--- src/rtl/sign_multiplier.sv ---
// Sequential shift-add multiplier with accumulate: product = multiplicand * multiplier + addend.
// One multiplier bit per cycle; signed (two's complement) or unsigned operands selected by sign.
module sign_multiplier #(
  parameter int INPUT_BIT_WIDTH = 8
) (
  input  logic                           clk,
  input  logic                           reset,
  input  logic                           start,
  input  logic [INPUT_BIT_WIDTH-1:0]     multiplicand,
  input  logic [INPUT_BIT_WIDTH-1:0]     multiplier,
  input  logic [INPUT_BIT_WIDTH-1:0]     addend,
  input  logic                           sign,
  output logic                           ready,
  output logic [2*INPUT_BIT_WIDTH-1:0]   product
);

  localparam int N  = INPUT_BIT_WIDTH;
  localparam int CW = (N > 1) ? $clog2(N) : 1;
  localparam logic [CW-1:0] LAST_BIT = CW'(N - 1);

  typedef enum logic [1:0] {
    IDLE,
    RUN,
    FINISH
  } state_t;

  state_t          state;
  logic [N-1:0]    mcand_mag;
  logic [N-1:0]    mplier_sh;
  logic [N-1:0]    addend_q;
  logic            sign_q;
  logic            neg_q;
  logic [2*N-1:0]  acc;
  logic [CW-1:0]   count;

  logic [N-1:0]    mag_a;
  logic [N-1:0]    mag_b;
  logic            neg_in;
  logic [2*N-1:0]  partial;
  logic [2*N-1:0]  signed_acc;
  logic [2*N-1:0]  addend_ext;

  // Magnitudes fit in N unsigned bits, including |-2^(N-1)| = 2^(N-1).
  always_comb begin
    mag_a      = (sign && multiplicand[N-1]) ? -multiplicand : multiplicand;
    mag_b      = (sign && multiplier[N-1])   ? -multiplier   : multiplier;
    neg_in     = sign & (multiplicand[N-1] ^ multiplier[N-1]);
    partial    = {{N{1'b0}}, mcand_mag} << count;
    signed_acc = neg_q ? -acc : acc;
    addend_ext = sign_q ? {{N{addend_q[N-1]}}, addend_q} : {{N{1'b0}}, addend_q};
  end

  always_ff @(posedge clk) begin
    if (reset) begin
      state     <= IDLE;
      ready     <= 1'b1;
      product   <= '0;
      acc       <= '0;
      count     <= '0;
      mcand_mag <= '0;
      mplier_sh <= '0;
      addend_q  <= '0;
      sign_q    <= 1'b0;
      neg_q     <= 1'b0;
    end else begin
      case (state)
        IDLE: begin
          if (start) begin
            mcand_mag <= mag_a;
            mplier_sh <= mag_b;
            addend_q  <= addend;
            sign_q    <= sign;
            neg_q     <= neg_in;
            acc       <= '0;
            count     <= '0;
            ready     <= 1'b0;
            state     <= RUN;
          end
        end
        RUN: begin
          if (mplier_sh[0]) begin
            acc <= acc + partial;
          end
          mplier_sh <= mplier_sh >> 1;
          if (count == LAST_BIT) begin
            state <= FINISH;
          end else begin
            count <= count + 1'b1;
          end
        end
        FINISH: begin
          product <= signed_acc + addend_ext;
          ready   <= 1'b1;
          state   <= IDLE;
        end
        default: begin
          state <= IDLE;
          ready <= 1'b1;
        end
      endcase
    end
  end

endmodule

--- config.mk ---
export PLATFORM = sky130hd
export DESIGN_NAME = sign_multiplier
export DESIGN_NICKNAME = d
export VERILOG_FILES = /design/src/rtl/sign_multiplier.sv
export SDC_FILE = /design/constraint.sdc
export NUM_CORES = 1
export LEC_CHECK = 0
export CORE_MARGIN = 3
export CORE_UTILIZATION = 35
export CTS_CLUSTER_DIAMETER = 30
export CTS_CLUSTER_SIZE = 25
export DETAILED_ROUTE_END_ITERATION = 16
export GPL_ROUTABILITY_DRIVEN = 1
export SETUP_SLACK_MARGIN = 0.3
export SLEW_MARGIN = 20
export SYNTH_ARGS = -nofsm -noshare
export SYNTH_HDL_FRONTEND = slang
export SYNTH_SLANG_ARGS = --single-unit
--- constraint.sdc ---
create_clock -name clk -period 3.6 [get_ports clk]
set_input_delay 0.54 -clock clk [delete_from_list [all_inputs] [get_ports clk]]
set_output_delay 0.54 -clock clk [all_outputs]
set_load 0.02 [all_outputs]
==> results.py <==
metrics = {
    "sta": {
        "skew_ns": 0.00678,
        "clock.fmax_mhz": 321,
        "rsz0062_at_grt": "yes",
        "final.period_utilization_pct": 86.6,
        "relSlewSlack_pct": 57.2,
        "setup_ws_ns": 0.483,
        "finalSetupTns_ns": 0,
        "tightest_slew_ns": 0.641,
        "setup_viol": 0,
        "finalHoldViolations": 0,
        "min_period_ns": 3.12,
        "slew_violations": 0,
    },
    "setup_path": {
        "path_class": "flip-flop to flip-flop",
        "critPathRequiredTime_ns": 3.87,
        "crit_family": "simple AND/OR/NAND/NOR gates",
        "cp_max_fo": 7,
        "arrival_ns": 3.39,
        "crit_slowest_cell": "or4_1",
        "end_kind": "flip-flop",
        "path_cells": "inv_2 > ha_1 > nand3b_1 > nand2b_4 > o31ai_2 > xnor2_1 > ha_2 > a21o_1 > or3_1 > a31oi_1 > o22ai_1 > or4_1 > nand3_1",
        "path_buf_inv": 1,
        "max_stage_delay_ns": 0.51,
        "worstSetupStartpointType": "flip-flop",
    },
    "logic_synthesis": {
        "syn_area_um2": 4620,
        "syn_inst": 602,
        "ys_ff_latch": 64,
        "syn_nets": 668,
        "synth_area_per_cell_um2": 7.68,
        "synth_flop_cell": "dfxtp_1",
        "synth_edf_count": 0,
        "synth_cell_types": 62,
        "async_flop_share_pct": 0,
        "yosysSeqAreaShare_pct": 27.7,
        "yosysWarnings": 0,
    },
    "floorplanning": {
        "dieHeight_um": 121,
        "die_area_um2": 14600,
        "initial_core_util_pct": 36.2,
        "die_w_um": 121,
        "ios": 45,
        "rows": 41,
        "core-area_um2": 12800,
    },
    "global_route": {
        "grt.total_usage_pct": 15.9,
        "grt_pass1_wl_um": 18700,
        "antenna_found_initial": 0,
        "grt_pass1_vias": 3986,
        "grt_overflow": 0,
        "grt_max_degree": 39,
    },
    "clocking": {
        "cts-root-buf": "clkbuf_16",
        "numCtsBuffers": 9,
        "clk_pin_slew_ns": 0.06,
        "cts_sinks": 64,
        "clk_path_buf_depth": 2,
        "htree_levels": 3,
        "clk_latency_ns": 0.34,
        "tritoncts": "done",
        "post_cts_buffers": 0,
    },
    "power_and_ir_drop": {
        "p_total_mw": 1.89,
        "power.leakage_nw": 2.13,
        "p_per_area_nw_per_um2": 340,
        "ir_drop_mv": 0.211,
    },
    "drt": {
        "drt_iter0_markers": 159,
        "vias": 4349,
        "via_per_inst": 5.34,
        "drt_pass1_iterations": 4,
        "routed_wirelength_um": 11400,
        "ant_nets": 0,
        "drcViolationCount": 0,
        "detail_route.wl_per_cell_um": 14.0,
    },
    "job": {
        "drv_cap": 0,
    },
    "worst_hold_path": {
        "hold_path.class": "flip-flop to flip-flop",
    },
    "finish": {
        "layout.cells.most_common": "nand2_1",
        "layout-drive-gt1-share_pct": 6.22,
        "layout_common_cells": "81 x nand2_1, 64 x a21oi_1, 63 x dfxtp_1",
        "areaGrowthSynthToFinish_pct": 20.0,
        "antennaDiodeCount": 0,
        "fin_nets": 704,
    },
    "place": {
        "port_buffers": 44,
        "pre_cts_slack_ns": 0.378,
        "gp_congestion": 0.855,
        "place_hpwl_um": 8830,
    },
    "status": {
        "status": "complete, no violations",
    },
}
-- sequential cells by signal (all words and copies together), names as in the netlist --
| name | flops |
|---|---|
| mplier_sh | 8 |
| acc | 16 |
| ready | 1 |
| product | 16 |
| neg_q | 1 |
| mcand_mag | 8 |
| addend_q | 8 |
| count | 3 |
| sign_q | 1 |
| state | 2 |
-- layout make-up --
type	count	area (um^2)
Fill cell	1284	7220
Multi-Input combinational cell	498	3210
Sequential cell	64	1280
Timing Repair Buffer	49	473
Clock buffer	10	239
Tap cell	172	215
Clock inverter	6	67.6
Inverter	16	60.1
-- routing by layer --
layer	vias up	part of all wire, %	wire [um]	global-route usage, %
met3	16	4.5	513	3.45
met4	0	1.7	189	5.52
li1	2264	-	-	-
met5	-	0	0	0
met2	87	48	5450	27.8
met1	1982	46	5260	19.2
-- report_power, final --
part	internal (mW)	switching (mW)	total (mW)	leakage [nW]
Combinational	0.107	0.131	0.238	1.47
Sequential	0.733	0.0265	0.760	0.521
Clock	0.556	0.335	0.891	0.145
-- kinds of logic (layout without fill, tap and decap cells) --
logic type               after synthesis  in the layout  synth area share, %
AO/OA/AOI/OAI                        177            177                 24.0
AND/OR/NAND/NOR                      231            231                 23.9
buffers and inverters                 40             81                 3.49
flip-flops                            64             64                 27.7
adder cells (fa/ha/maj)               38             38                 10.6
XOR/XNOR                              39             39                 7.39
multiplexers                          13             13                 2.95
-- stage by stage --
stage / area [um^2] / hold slack, ns / instances / utilization [%]
final: 5550 / 0.447 / 815 / 43.4
after global routing: 5550 / 0.470 / 815 / 43.4
after CTS: 5520 / 0.452 / 815 / 43.2
after detailed placement: 5210 / 0.444 / 799 / 40.8
after global placement: 5210 / 0.440 / 799 / 40.8
after floorplan: 4620 / 0.432 / 602 / -
-- tightest hold or removal path, cell delays in order, from the launching register on --
cell     delay (ns)
dfxtp_1        0.30
nand2_1        0.05
a21oi_1        0.05
-- synth_stat cells, types with 4 or more instances --
master / n / area [um^2]
nand2_1: 81 / 304
a21oi_1: 64 / 320
dfxtp_1: 64 / 1280
nor2_1: 61 / 229
ha_1: 36 / 450
xnor2_1: 28 / 245
clkbuf_1: 21 / 78.8
o21ai_0: 20 / 100
inv_1: 16 / 60.1
nor3_1: 15 / 75.1
o21ai_1: 15 / 75.1
nand3_1: 14 / 70.1
nand2b_1: 11 / 68.8
xor2_1: 11 / 96.3
nand3b_1: 10 / 75.1
a211oi_1: 9 / 67.6
a22oi_1: 9 / 67.6
mux2i_1: 8 / 80.1
a31oi_1: 7 / 43.8
o211ai_1: 6 / 45.0
or3_1: 6 / 37.5
a21o_1: 5 / 37.5
and2_1: 5 / 31.3
mux2_2: 5 / 56.3
nor2b_1: 5 / 31.3
o22ai_1: 5 / 31.3
o31ai_1: 5 / 37.5
and3_1: 4 / 25.0
-- final timing paths --
check	slack [ns]	cells past startpoint	to	from
setup / recovery	0.48	13	product[15]	acc[1]
hold / removal	0.45	2	product[7]	product[7]
setup reg to reg	0.48	13	product[15]	acc[1]
hold reg to reg	0.45	2	product[7]	product[7]
-- repair_timing --
item	in CTS	in global routing
resized for setup	0	7
hold buffers	0	0
endpoints found under the setup margin	0	5
(Power assumes the default switching activity.)
